File: config.mk
export PLATFORM = sky130hd
export DESIGN_NAME = jk_drive_ctrl
export DESIGN_NICKNAME = d
export VERILOG_FILES = /design/src/rtl/jk_drive_ctrl.sv
export SDC_FILE = /design/constraint.sdc
export NUM_CORES = 1
export LEC_CHECK = 0
export BUFFER_PORTS_ARGS = -buffer_cell sky130_fd_sc_hd__buf_4
export CORE_MARGIN = 3
export CORE_UTILIZATION = 33
export CTS_CLUSTER_DIAMETER = 30
export DETAILED_ROUTE_END_ITERATION = 8
export SYNTH_ARGS = -nofsm -noshare
export SYNTH_HDL_FRONTEND = slang
export SYNTH_SLANG_ARGS = --single-unit
File: constraint.sdc
create_clock -name clk -period 4.89 [get_ports clk]
set_clock_uncertainty 0.15 [all_clocks]
set_input_delay 0.489 -clock clk [delete_from_list [all_inputs] [get_ports clk]]
set_output_delay 0.489 -clock clk [all_outputs]
set_load 0.005 [all_outputs]
File: src/rtl/jk_drive_ctrl.sv
// jk_drive_ctrl: buffers JK/SR/T/D commands, drives a JK flop one cycle per command,
// and tracks a shadow Q to flag feedback mismatches.
module jk_drive_ctrl #(
  parameter int DEPTH = 4,
  parameter int CNT_W = 8
) (
  input  logic             clk,
  input  logic             rst,
  input  logic             cmd_valid,
  output logic             cmd_ready,
  input  logic [1:0]       cmd_mode,
  input  logic             cmd_a,
  input  logic             cmd_b,
  output logic             J,
  output logic             K,
  input  logic             q_fb,
  output logic             q_model,
  output logic             busy,
  output logic             illegal_sr,
  output logic             mismatch,
  output logic [CNT_W-1:0] err_cnt
);
  localparam int AW = $clog2(DEPTH);
  typedef enum logic [1:0] {SYNC, IDLE, DRIVE, CHECK} state_t;
  state_t           state_q;
  logic [3:0]       mem_q [DEPTH];
  logic [AW:0]      wp_q, rp_q;
  logic             j_q, k_q, q_q, ill_q, mis_q;
  logic [CNT_W-1:0] cnt_q;
  logic             empty, full, push, pop;
  logic [3:0]       head;
  logic             j_d, k_d, ill_d, q_d;
  assign empty      = wp_q == rp_q;
  assign full       = (wp_q[AW] != rp_q[AW]) && (wp_q[AW-1:0] == rp_q[AW-1:0]);
  assign cmd_ready  = !full;
  assign push       = cmd_valid && !full;
  assign pop        = (state_q == IDLE) && !empty;
  assign head       = mem_q[rp_q[AW-1:0]];
  assign busy       = (state_q != IDLE) || !empty;
  assign J          = j_q;
  assign K          = k_q;
  assign q_model    = q_q;
  assign illegal_sr = ill_q;
  assign mismatch   = mis_q;
  assign err_cnt    = cnt_q;
  // head = {mode, a, b}; an SR command with S=R=1 degrades to a hold
  always_comb begin
    ill_d = (head[3:2] == 2'b01) && head[1] && head[0];
    j_d   = head[1] & ~ill_d;
    k_d   = (head[3:2] == 2'b10) ? head[1] :
            (head[3:2] == 2'b11) ? ~head[1] : head[0] & ~ill_d;
    q_d   = (j_q & ~q_q) | (~k_q & q_q);
  end
  always_ff @(posedge clk) if (push) mem_q[wp_q[AW-1:0]] <= {cmd_mode, cmd_a, cmd_b};
  always_ff @(posedge clk or posedge rst) begin
    if (rst) begin
      state_q <= SYNC;
      wp_q    <= '0;
      rp_q    <= '0;
      j_q     <= 1'b0;
      k_q     <= 1'b0;
      q_q     <= 1'b0;
      ill_q   <= 1'b0;
      mis_q   <= 1'b0;
      cnt_q   <= '0;
    end else begin
      if (push) wp_q <= wp_q + 1'b1;
      if (pop) rp_q <= rp_q + 1'b1;
      j_q   <= pop ? j_d : 1'b0;
      k_q   <= pop ? k_d : 1'b0;
      ill_q <= pop && ill_d;
      case (state_q)
        SYNC: begin
          q_q     <= q_fb;
          state_q <= IDLE;
        end
        IDLE: state_q <= pop ? DRIVE : IDLE;
        DRIVE: begin
          q_q     <= q_d;
          state_q <= CHECK;
        end
        default: begin
          if (q_fb != q_q) begin
            mis_q <= 1'b1;
            if (cnt_q != '1) cnt_q <= cnt_q + 1'b1;
          end
          state_q <= IDLE;
        end
      endcase
    end
  end
endmodule

=== Word level (Yosys, flattened, before mapping) ===
Memory sizes are Yosys's and may differ from the RTL's.
Index checks and enable logic that the tools add are counted.

* Output and inout bits: 15
* Input bits: 8
* Bits in writable memories: 16
* Register bits after elaboration: 21
* Memory bits (read-only): 0
* Memories: 1
* Latch bits: 0
* Logic and storage cells: 57

* Shifts and indexed selects: 0
* Magnitude comparators: 0
* Equality and inequality tests: 11
* Multipliers: 0
* Multiplexer cells: 9
* $add $sub $neg: 3
* Bitwise operators: 10
* Reduce and logical (&&, ||, !) cells: 14
* Divide/modulo/power cells: 0

{| class="wikitable"
|+ Memory list
! memory !! words !! bits a word !! rd ports !! clocked after Yosys merged registers in !! write ports !! RTL line !! source
|-
| mem_q || 4 || 4 || 1 || 0 || 1 || 26 || <nowiki>logic [3:0] mem_q [DEPTH];</nowiki>
|}

{| class="wikitable"
|+ Operators with widths
! kind !! number
|-
| $add A8 B1 Y8 const B || 1
|-
| $ne A8 B8 Y1 const B || 1
|-
| $add A3 B1 Y3 const B || 2
|-
| $eq A2 B2 Y1 const B || 3
|-
| $logic_and A1 B1 Y1 || 6
|-
| $mux W1 || 6
|-
| $not A1 Y1 || 5
|-
| $and A1 B1 Y1 || 4
|-
| $eq A2 B1 Y1 const B || 2
|-
| $pmux W2 S2 || 1
|-
| $eq A3 B3 Y1 || 1
|-
| $reduce_and A3 Y1 || 1
|-
| $reduce_or A3 Y1 || 1
|-
| $eq A2 B2 Y1 || 1
|-
| $logic_not A1 Y1 || 2
|-
| $logic_not A2 Y1 || 1
|-
| $mux W2 || 1
|-
| $ne A1 B1 Y1 || 2
|-
| $ne A2 B1 Y1 const B || 1
|-
| $pmux W1 S2 || 1
|-
| $reduce_and A2 Y1 || 1
|-
| $reduce_bool A2 Y1 || 1
|-
| $logic_or A1 B1 Y1 || 1
|-
| $or A1 B1 Y1 || 1
|}

=== Logic depth before layout (Yosys ltp) ===
Gate-level depths: netlist of run 1.
An unclocked memory read counts as a cell.

* Word-level depth: 9
* Mapped depth: 6
* Depth with buffers taken out: 6

=== Worst setup path after synthesis of run 1 ===
No wires, ideal clock.

* Kind: reg2reg
* Start point: reg rp_q[1]
* End point: reg wp_q[2]
* Required time: 4.609 ns
* Setup slack: 3.142 ns
* Period minus slack after synthesis: 1.748 ns
* Library setup time: 0.131 ns
* Arrival time: 1.467 ns
* Cell stages (with the launch flop): 5
* Buffers on the path: 0
* Cells stage by stage: dfrtp_1 > xnor2_1 > a31oi_4 > and2_1 > xor2_1

* Word-level cells in the longest chain between the ends: 4

{| class="wikitable"
|+ RTL lines
! element !! RTL line !! source
|-
| start, declared || 27 || <nowiki>logic [AW:0] wp_q, rp_q;</nowiki>
|-
| start signal, assigned || 68 || <nowiki>if (pop) rp_q <= rp_q + 1'b1;</nowiki>
|-
| $eq A2 B2 Y1 || 34 || <nowiki>assign full = (wp_q[AW] != rp_q[AW]) && (wp_q[AW-1:0] == rp_q[AW-1:0]);</nowiki>
|-
| $logic_and A1 B1 Y1 || 34 ||
|-
| $logic_not A1 Y1 || 36 || <nowiki>assign push = cmd_valid && !full;</nowiki>
|-
| $logic_and A1 B1 Y1 || 36 ||
|-
| end signal, assigned || 67 || <nowiki>if (push) wp_q <= wp_q + 1'b1;</nowiki>
|-
| end, declared || 27 ||
|}

Every way passes these cells.
A chain may end at the register's enable or synchronous reset.

=== Worst setup path after layout of run 1 ===
* Start point: reg rp_q[1]
* End point: out busy

* Word-level cells in the longest chain between the ends: 3

{| class="wikitable"
|+ RTL lines
! element !! RTL line !! source
|-
| $eq A3 B3 Y1 || 33 || <nowiki>assign empty = wp_q == rp_q;</nowiki>
|-
| $logic_not A1 Y1 || 39 || <nowiki>assign busy = (state_q != IDLE) || !empty;</nowiki>
|-
| $logic_or A1 B1 Y1 || 39 ||
|-
| end, declared || 18 || <nowiki>output logic busy,</nowiki>
|}

Every way passes these cells.

==> results of run 1 <==
metal layers:
| layer | track usage, % | vias to the layer above | part of all wire (%) |
|---|---|---|---|
| met5 | 0 | - | 0 |
| met4 | 2.10 | 0 | 0 |
| met3 | 3.78 | 0 | 5.9 |
| met2 | 17.5 | 22 | 49 |
| met1 | 12.5 | 481 | 46 |
| li1 | - | 494 | - |
synthesized netlist by cell type, drive strengths merged:
master and number:
mux2 5, a21oi 1, o21a 1, nand2 11, o311ai 1, nand4 1
nand3b 2, o21ai 3, nor2 6, xor2 7, o211ai 1, ha 10
nor3 1, buf 1, mux4 4, dfrtp 21, edfxtp 16, or2 1
nand3 6, xnor2 6, inv 9, and2 4, or3 1, a31oi 3
nand2b 3, and3 1
kinds of logic (layout without fill, tap and decap cells):
group           count (synthesis)  in the layout  share of synthesized area [%]
buf+inv                        10             39                           2.25
flops                          37             37                           58.5
compound gates                 10             10                           5.82
simple gates                   37             37                           10.6
xor+xnor                       13             13                           7.05
mux                             9              9                           8.51
fa+ha+maj                      10             10                           7.27
cell type report:
class                           instances  area share [%]
Clock inverter                          3           0.854
Sequential cell                        37            49.1
Clock buffer                            5            3.36
Timing Repair Buffer                   22            8.05
Tap cell                               67            4.09
Multi-Input combinational cell         79            32.9
Inverter                                9            1.65
registers in the layout (all words and copies together), names as in the netlist:
signal / cells
err_cnt: 8
illegal_sr: 1
q_model: 1
K: 1
state_q: 2
rp_q: 3
wp_q: 3
J: 1
mismatch: 1
mem_q: 16
worst min-delay path by stage:
| stage | cells past startpoint | end | slack, ns |
|---|---|---|---|
| final | 2 | illegal_sr$_DFF_PP0_ | 0.21 |
| after CTS | 2 | err_cnt[0]$_DFFE_PP0P_ | 0.25 |
| after global routing | 1 | mem_q[3][0]$_DFFE_PP_ | 0.24 |
| after floorplan | 1 | mismatch$_DFFE_PP0P_ | 0.31 |
| after detailed placement | 1 | mismatch$_DFFE_PP0P_ | 0.31 |
| after global placement | 1 | mismatch$_DFFE_PP0P_ | 0.30 |
power groups by stage:
stage	combinational (mW)	clock (mW)	sequential, mW
floorplan	0.349	0	0.498
global placement	0.453	0	0.525
detailed placement	0.467	0	0.532
CTS	0.470	0.210	0.526
global route	0.516	0.227	0.539
finish	0.459	0.204	0.522
stage by stage:
stage               area [um^2]  total power [mW]
detailed placement         1960             0.999
CTS                        2050              1.21
global route               2050              1.28
finish                     2050              1.19
global placement           1960             0.977
floorplan                  1720             0.847
==> out/metrics.yaml, run 1 <==
clkPwrFrac_pct: 17.2
route.detailed.wl_per_inst_um: 12.9
placement.setup.worst_slack_ns: 2.85
seqPwrFrac_pct: 44.0
worst-setup-path-type: "flip-flop to output pin"
drtIter0Drc: 28
p_comb_share_pct: 38.8
fin_cells: 222
switching_portion_of_total_power_pct: 36.2
share_of_post_route_cells_with_drive_strength_above_1_pct: 27.7
grt_usage_pct: 10.3
final_nets: 172
cpMaxStageDelayCell: "sky130_fd_sc_hd__xnor2_1"
worstSetupStartpoint: "rp_q[1]$_DFFE_PP0P_"
gp_routability_congestion: 0.856
synth_largest_area_cell: "sky130_fd_sc_hd__dfrtp_1"
rrSetupSlack_ns: 2.96
clock_sinks: 37
initial_core_util_pct: 35.3
leakage_nw: 0.860
initial_antenna_violation_count: 0
grt_overflow: 0
actual_transition_at_the_worst_max_transition_pin_ns: 0.797
path_cells: "xnor2_1, nand4_1, buf_4"
r2r_cells: 4
power.net_switching_uw: 429
clk_latency_ns: 0.28
mappedNetlistNets: 144
die_width_um: 78.2
num-fill-cells: 493
synth.avg_cell_area_um2: 13.7
mostFrequentLayoutCell: "sky130_fd_sc_hd__buf_4"
hold_path.class: "input port to asynchronous set/reset pin"
tritoncts: "built"
crit_fanout: 7
timing.slew.headroom_pct: 46.8
crit-reg2reg-launch: "rp_q[1]$_DFFE_PP0P_"
antennaDiodeCount: 0
cp_data_required_time_ns: 4.25
synthDistinctLibCells: 29
highest_count_cells_in_the_layout_ignoring_fill_and_taps: "sky130_fd_sc_hd__buf_4, sky130_fd_sc_hd__dfrtp_1, sky130_fd_sc_hd__edfxtp_1"
maxSlewViolCount: 0
cts.root.buffer_cell: "sky130_fd_sc_hd__clkbuf_8"
final_period_minus_worst_setup_slack_ns: 2.31
cts_hold_repair.buffers: 0
routed_wirelength_um: 2870
post_synth_main_area_contributors: "sky130_fd_sc_hd__dfrtp_1, sky130_fd_sc_hd__edfxtp_1, sky130_fd_sc_hd__ha_1, sky130_fd_sc_hd__mux4_2, sky130_fd_sc_hd__xor2_1"
io-pin-count: 23
cts-buffers-inserted: 5
critical_path.reg2reg.endpoint: "wp_q[2]$_DFFE_PP0P_"
place.detailed.instances: 214
synth-warning-count: 0
crit_end: "busy"
unrepaired_setup_endpoints_after_global_routing: "no"
area_growth_syn_to_layout_pct: 19.2
floorplan.die_area_mm2: 0.00612
cap_violations: 0
pin_count_of_the_biggest_net_entering_global_routing: 22
power.density_cell_area_mw_per_mm2: 578
path_depth: 3
fin_util_pct: 42.0
crit_path_start_kind: "flip-flop"
number_of_global_route_vias_before_repair: 1069
timing.critical_path.max_delay_family: "XOR/XNOR gates"
timing.final.setup_violations: 0
achievable-frequency_mhz: 432
synthCells: 126
cts.repair.resized: 0
slowest_delay_ns: 0.53
std_cell_rows: 25
drtPass1Iterations: 4
htreeDepth: 2
route.detailed.drc: 0
multiInputGateArea_um2: 676
critPathArrivalTime_ns: 1.67
postRouteAntennaNets: 0
setup_tns_ns: 0
worst_setup_path_end_kind: "output pin"
hpwl_um: 2230
final.hold.worst_slack_ns: 0.211
ctsLongestPathBuffers: 2
internal_power_uw: 757
routed-via-count: 997
worst_setup_hold_path_clk_slew_ns: 0.08
irDropWorstVdd_mv: 0.239
run_status: "finished, final reports clean"
synth.ff_latch_count: 37
die_h_um: 78.2
layout.area.seq_mm2: 0.00101
wire_length_of_the_first_global_routing_pass_um: 4910
post-synth-top-area-fraction_pct: 30.5
post-route-period-util_pct: 47.3
timing.critical_path.buf_inv: 1
postCtsSetupBuffers: 0
vias_per_cell: 4.49
portBuffers: 22
area_inside_the_core_boundary_mm2: 0.00488
post_synth_instance_area_mm2: 0.00172
synth.yosys.seq_area_share_pct: 58.5
setup_slack_ns: 2.58
timing_hold_violations_final: 0
(Power assumes the default switching activity.)
==> run 2: changes to the inputs <==
==> constraint.sdc (replaced) <==
create_clock -name clk -period 2.2 [get_ports clk]
set_clock_uncertainty 0.15 [all_clocks]
set_input_delay 0.22 -clock clk [delete_from_list [all_inputs] [get_ports clk]]
set_output_delay 0.22 -clock clk [all_outputs]
set_load 0.005 [all_outputs]
==> run 2 against run 1 <==
Net effect:
- final cell count grew 2.7%
- highest routed layer is now met4
- critical endpoint unchanged
- via count increased by 2.9%
- global-route usage increased by 0.37 points
- sequential cell count stayed put
- largest power group unchanged
- worst setup slack worse by 2.3 ns
- design area is 4.0% higher
- die area is the same
- hold slack got worse by 0.082 ns
- wire length grew 4.3%
==> out/metrics.yaml, run 2 (synthesis gave the netlist of run 1 again) <==
run_status: "finished, final reports clean"  # unchanged
final_period_minus_worst_setup_slack_ns: 1.95
hold_path.class: "input port to flip-flop"  # was input port to asynchronous set/reset pin
achievable-frequency_mhz: 513
cts-buffers-inserted: 5  # unchanged
power.density_cell_area_mw_per_mm2: 1310  # was 578 mW/mm^2
gp_routability_congestion: 0.765  # was 0.856
worst_setup_hold_path_clk_slew_ns: 0.07  # was 0.08 ns
irDropWorstVdd_mv: 0.631  # was 0.239 mV
std_cell_rows: 25  # unchanged
rrSetupSlack_ns: 0.33  # was 2.96 ns
final.hold.worst_slack_ns: 0.129  # was 0.211 ns
setup_slack_ns: 0.249  # was 2.58 ns
critPathArrivalTime_ns: 1.58  # was 1.67 ns
worst_setup_path_end_kind: "output pin"  # unchanged
crit-reg2reg-launch: "rp_q[0]$_DFFE_PP0P_"  # was rp_q[1]$_DFFE_PP0P_
fin_util_pct: 43.7  # was 42.0%
wire_length_of_the_first_global_routing_pass_um: 4970  # was 4910 um
timing_hold_violations_final: 0  # unchanged
initial_antenna_violation_count: 0  # unchanged
antennaDiodeCount: 0  # unchanged
timing.slew.headroom_pct: 44.6  # was 46.8%
hpwl_um: 2310  # was 2230 um
worst-setup-path-type: "flip-flop to output pin"  # unchanged
pin_count_of_the_biggest_net_entering_global_routing: 22  # unchanged
io-pin-count: 23  # unchanged
holdPathEnd: "q_model$_DFFE_PP0P_"
critical_path.reg2reg.endpoint: "mem_q[3][1]$_DFFE_PP_"  # was wp_q[2]$_DFFE_PP0P_
floorplan.die_area_mm2: 0.00612  # unchanged
vias_per_cell: 4.50  # was 4.49
grt_overflow: 0  # unchanged
post-route-period-util_pct: 88.7
initial_core_util_pct: 35.3  # unchanged
die_width_um: 78.2  # unchanged
mostFrequentLayoutCell: "sky130_fd_sc_hd__buf_4"  # unchanged
cap_violations: 0  # unchanged
area_growth_syn_to_layout_pct: 23.9  # was 19.2%
unrepaired_setup_endpoints_after_global_routing: "no"  # unchanged
drtIter0Drc: 19  # was 28
final_nets: 178  # was 172
leakage_nw: 0.893  # was 0.860 nW
postCtsSetupBuffers: 0  # unchanged
route.detailed.drc: 0  # unchanged
crit_path_start_kind: "flip-flop"  # unchanged
setup_tns_ns: 0  # unchanged
htreeDepth: 2  # unchanged
placement.setup.worst_slack_ns: 0.325  # was 2.85 ns
highest_count_cells_in_the_layout_ignoring_fill_and_taps: "sky130_fd_sc_hd__buf_4, sky130_fd_sc_hd__dfrtp_1, sky130_fd_sc_hd__edfxtp_1"  # unchanged
drtPass1Iterations: 3  # was 4
routed_wirelength_um: 2990  # was 2870 um
hold_path.startpoint: "q_fb"
ctsLongestPathBuffers: 2  # unchanged
r2r_cells: 3  # was 4
largest_register_ff_count: 16  # unchanged
clk_latency_ns: 0.29  # was 0.28 ns
tritoncts: "built"  # unchanged
timing.final.setup_violations: 0  # unchanged
area_inside_the_core_boundary_mm2: 0.00488  # unchanged
route.detailed.wl_per_inst_um: 13.1  # was 12.9 um
die_h_um: 78.2  # unchanged
clock_sinks: 37  # unchanged
cts.root.buffer_cell: "sky130_fd_sc_hd__clkbuf_8"  # unchanged
postRouteAntennaNets: 0  # unchanged
actual_transition_at_the_worst_max_transition_pin_ns: 0.829  # was 0.797 ns
routed-via-count: 1026  # was 997
hold-path-cell-count: 3
grt_usage_pct: 10.6  # was 10.3%
portBuffers: 22  # unchanged
cp_data_required_time_ns: 1.83  # was 4.25 ns
maxSlewViolCount: 0  # unchanged
crit_fanout: 7  # unchanged
share_of_post_route_cells_with_drive_strength_above_1_pct: 26.7  # was 27.7%
number_of_global_route_vias_before_repair: 1078  # was 1069
-- run 2: cell count changes in the layout (fill, tap and decap cells not counted), sizes merged --
cell and delta:
buf +1, clkinv -1, dlygate4sd3 +5, bufinv +1
-- run 2: worst max-delay path by stage --
stage / start / to / slack (ns) / cells after the start
CTS: rp_q[0]$_DFFE_PP0P_ / busy / 0.22 / 3
floorplan: rp_q[1]$_DFFE_PP0P_ / wp_q[2]$_DFFE_PP0P_ / 0.45 / 4
global route: rp_q[0]$_DFFE_PP0P_ / busy / 0.11 / 3
global placement: err_cnt[0]$_DFFE_PP0P_ / err_cnt[1]$_DFFE_PP0P_ / 0.36 / 4
finish: rp_q[0]$_DFFE_PP0P_ / busy / 0.25 / 3
detailed placement: rp_q[0]$_DFFE_PP0P_ / mem_q[3][2]$_DFFE_PP_ / 0.32 / 3
-- run 2: per-stage QoR --
| step | instance area (um^2) | power [mW] | std cells |
|---|---|---|---|
| 3_5_place_dp | 1970 | 2.26 | 215 |
| 5_1_grt | 2130 | 3.01 | 228 |
| 6_report | 2130 | 2.80 | 228 |
| 3_3_place_gp | 1970 | 2.20 | 215 |
| 4_1_cts | 2130 | 2.85 | 228 |
| 2_1_floorplan | 1720 | 1.88 | 126 |
-- run 2: worst max-delay path: stages, from the launching register on --
cell,delay [ns]
sky130_fd_sc_hd__dfrtp_1,0.53
sky130_fd_sc_hd__xnor2_2,0.40
sky130_fd_sc_hd__nand4_1,0.19
sky130_fd_sc_hd__buf_4,0.18
-- run 2: final cells by class --
| class | instances | area, um^2 |
|---|---|---|
| Inverter | 9 | 33.8 |
| Fill cell | 478 | 2750 |
| Timing Repair Buffer | 28 | 223 |
| Sequential cell | 37 | 1010 |
| Multi-Input combinational cell | 79 | 676 |
| Tap cell | 67 | 83.8 |
| Clock inverter | 3 | 41.3 |
| Clock buffer | 5 | 68.8 |
-- run 2: power breakdown --
group | switching [mW] | total [mW] | internal, mW
Combinational | 0.525 | 1.07 | 0.547
Sequential | 0.209 | 1.16 | 0.946
Clock | 0.240 | 0.573 | 0.334
-- run 2: timing repair --
item                      CTS  global route
resized for setup           0             0
hold endpoints to repair   37             0
hold buffers                5             0
-- run 2: layer usage --
layer  global-route usage (%)  vias up  share of wire [%]
met3                     3.78        5                6.4
met2                     17.8       25                 49
li1                         -      503                  -
met1                     12.4      493                 43
met4                     4.20        0                1.3
met5                        0        -                  0
==> run 3: changes to the inputs <==
--- a/config.mk
+++ b/config.mk
@@ -7,9 +7,10 @@
 export LEC_CHECK = 0
 export BUFFER_PORTS_ARGS = -buffer_cell sky130_fd_sc_hd__buf_4
 export CORE_MARGIN = 3
-export CORE_UTILIZATION = 33
+export CORE_UTILIZATION = 56
 export CTS_CLUSTER_DIAMETER = 30
 export DETAILED_ROUTE_END_ITERATION = 8
+export PLACE_DENSITY = 0.78
 export SYNTH_ARGS = -nofsm -noshare
 export SYNTH_HDL_FRONTEND = slang
 export SYNTH_SLANG_ARGS = --single-unit
==> run 3 against run 2 <==
Net effect:
- largest cell class unchanged
- design area fell by 2.5%
- largest power group unchanged
- highest routed layer unchanged
- fmax fell by 3.6%
- combinational power barely moved
==> out/metrics.yaml, run 3 (synthesis gave the netlist of run 1 again) <==
crit_fanout: 7  # unchanged
routed-via-count: 1032  # was 1026
largest_register_ff_count: 16  # unchanged
worst_setup_hold_path_clk_slew_ns: 0.11  # was 0.07 ns
post-route-period-util_pct: 92.0  # was 88.7%
grt_usage_pct: 18.8  # was 10.6%
drtIter0Drc: 87  # was 19
setup_tns_ns: 0  # unchanged
htreeDepth: 2  # unchanged
worst-setup-path-type: "flip-flop to output pin"  # unchanged
clock_sinks: 37  # unchanged
io-pin-count: 23  # unchanged
fin_cells: 192  # was 228
area_growth_syn_to_layout_pct: 20.9  # was 23.9%
die_h_um: 61.4  # was 78.2 um
area_inside_the_core_boundary_mm2: 0.00285  # was 0.00488 mm^2
cts.repair.resized: 0  # unchanged
std_cell_rows: 19  # was 25
highest_count_cells_in_the_layout_ignoring_fill_and_taps: "sky130_fd_sc_hd__buf_4, sky130_fd_sc_hd__dfrtp_1, sky130_fd_sc_hd__edfxtp_1"  # unchanged
pin_count_of_the_biggest_net_entering_global_routing: 22  # unchanged
number_of_global_route_vias_before_repair: 1013  # was 1078
timing.final.setup_violations: 0  # unchanged
seqPwrFrac_pct: 41.1  # was 41.2%
die_width_um: 61.4  # was 78.2 um
unrepaired_setup_endpoints_after_global_routing: "no"  # unchanged
maxSlewViolCount: 0  # unchanged
leakage_nw: 0.897  # was 0.893 nW
final.hold.worst_slack_ns: 0.0893  # was 0.129 ns
tritoncts: "built"  # unchanged
power.net_switching_uw: 979  # was 974 uW
route.detailed.drc: 0  # unchanged
floorplan.die_area_mm2: 0.00377  # was 0.00612 mm^2
clk_latency_ns: 0.35  # was 0.29 ns
postCtsSetupBuffers: 0  # unchanged
setup_slack_ns: 0.175  # was 0.249 ns
cts-buffers-inserted: 5  # unchanged
totalPowerFinal_mw: 2.82  # was 2.80 mW
num-fill-cells: 198  # was 478
wire_length_of_the_first_global_routing_pass_um: 4830  # was 4970 um
cts.root.buffer_cell: "sky130_fd_sc_hd__clkbuf_4"  # was sky130_fd_sc_hd__clkbuf_8
initial_core_util_pct: 60.3  # was 35.3%
cap_violations: 0  # unchanged
switching_portion_of_total_power_pct: 34.7  # was 34.8%
postRouteAntennaNets: 0  # unchanged
grt_overflow: 0  # unchanged
final_nets: 178  # unchanged
timing_hold_violations_final: 0  # unchanged
run_status: "finished, final reports clean"  # unchanged
initial_antenna_violation_count: 0  # unchanged
place.detailed.instances: 179  # was 215
clkPwrFrac_pct: 20.7  # was 20.5%
cp_data_required_time_ns: 1.83  # about the same
timing.slew.headroom_pct: 46.5  # was 44.6%
drtPass1Iterations: 4  # was 3
mostFrequentLayoutCell: "sky130_fd_sc_hd__buf_4"  # unchanged
achievable-frequency_mhz: 494  # was 513 MHz
ctsLongestPathBuffers: 2  # unchanged
irDropWorstVdd_mv: 0.745  # was 0.631 mV
power.density_cell_area_mw_per_mm2: 1360  # was 1310 mW/mm^2
crit_path_start_kind: "flip-flop"  # unchanged
p_comb_share_pct: 38.2  # was 38.3%
internal_power_mw: 1.84  # was 1.83 mW
final_period_minus_worst_setup_slack_ns: 2.02  # was 1.95 ns
gp_routability_congestion: 0.754  # was 0.765
worst_setup_path_end_kind: "output pin"  # unchanged
antennaDiodeCount: 0  # unchanged
vias_per_cell: 5.38  # was 4.50
critPathArrivalTime_ns: 1.65  # was 1.58 ns
portBuffers: 22  # unchanged
actual_transition_at_the_worst_max_transition_pin_ns: 0.801  # was 0.829 ns
share_of_post_route_cells_with_drive_strength_above_1_pct: 27.3  # was 26.7%
hold_path.class: "input port to flip-flop"  # unchanged
routed_wirelength_um: 3050  # was 2990 um
placement.setup.worst_slack_ns: 0.325  # about the same
route.detailed.wl_per_inst_um: 15.9  # was 13.1 um
hpwl_um: 2180  # was 2310 um
-- run 3: cell count changes in the layout (fill, tap and decap cells not counted) --
cell / delta
sky130_fd_sc_hd__clkbuf_8: -5
sky130_fd_sc_hd__clkinv_2: +1
sky130_fd_sc_hd__clkbuf_4: +5
sky130_fd_sc_hd__clkinv_1: -1
sky130_fd_sc_hd__bufinv_16: +1
sky130_fd_sc_hd__clkinvlp_4: -1
-- run 3: metal layers --
metal | routed length [um] | global-route usage [%] | vias up
met5 | 0 | 0 | -
met4 | 74 | 10.9 | 0
met3 | 128 | 5.03 | 7
met2 | 1480 | 29.2 | 28
met1 | 1370 | 23.8 | 490
li1 | - | - | 507
-- run 3: power groups by stage --
stage               Clock [mW]  Sequential, mW  Combinational [mW]
finish                   0.583            1.16                1.08
global route             0.623            1.19                1.20
CTS                      0.593            1.16                1.10
detailed placement           0            1.18                1.07
global placement             0            1.16                1.02
floorplan                    0            1.11               0.777
-- run 3: worst paths after layout --
check	start	to	slack, ns	depth (start not counted)
min in group asynchronous	rst	J$_DFF_PP0_	0.42	3
hold / removal	q_fb	q_model$_DFFE_PP0P_	0.09	3
setup / recovery	rp_q[0]$_DFFE_PP0P_	busy	0.18	3
setup reg to reg	err_cnt[0]$_DFFE_PP0P_	err_cnt[1]$_DFFE_PP0P_	0.29	4
max in group asynchronous	rst	wp_q[1]$_DFFE_PP0P_	0.98	3
hold reg to reg	mismatch$_DFFE_PP0P_	mismatch$_DFFE_PP0P_	0.37	1
-- run 3: per-stage QoR --
stage                     util, %  instance area (um^2)
after floorplan                 -                  1720
after global placement       67.5                  1930
after detailed placement     67.5                  1930
after CTS                    72.9                  2080
after global routing         72.9                  2080
final                        72.9                  2080
-- run 3: worst max-delay path, stage by stage (launching register included) --
cell and delay [ns]:
sky130_fd_sc_hd__dfrtp_1 0.54, sky130_fd_sc_hd__xnor2_2 0.39, sky130_fd_sc_hd__nand4_1 0.19, sky130_fd_sc_hd__buf_4 0.18
-- run 3: area by class of cell --
cell class              count  area [um^2]  share of cell area, %
well taps                  31         38.8                   1.87
flip-flops and latches     37         1010                   48.4
inverters                   9         33.8                   1.62
clock inverters             3         65.1                   3.13
clock buffers               5         37.5                   1.81
multi-input cells          79          676                   32.5
repair buffers             28          223                   10.7
-- run 3: repair_timing --
action | 4_1_cts | 5_1_grt
setup endpoints to repair | 0 | 0
hold endpoints to repair | 37 | 0
hold buffers | 5 | 0
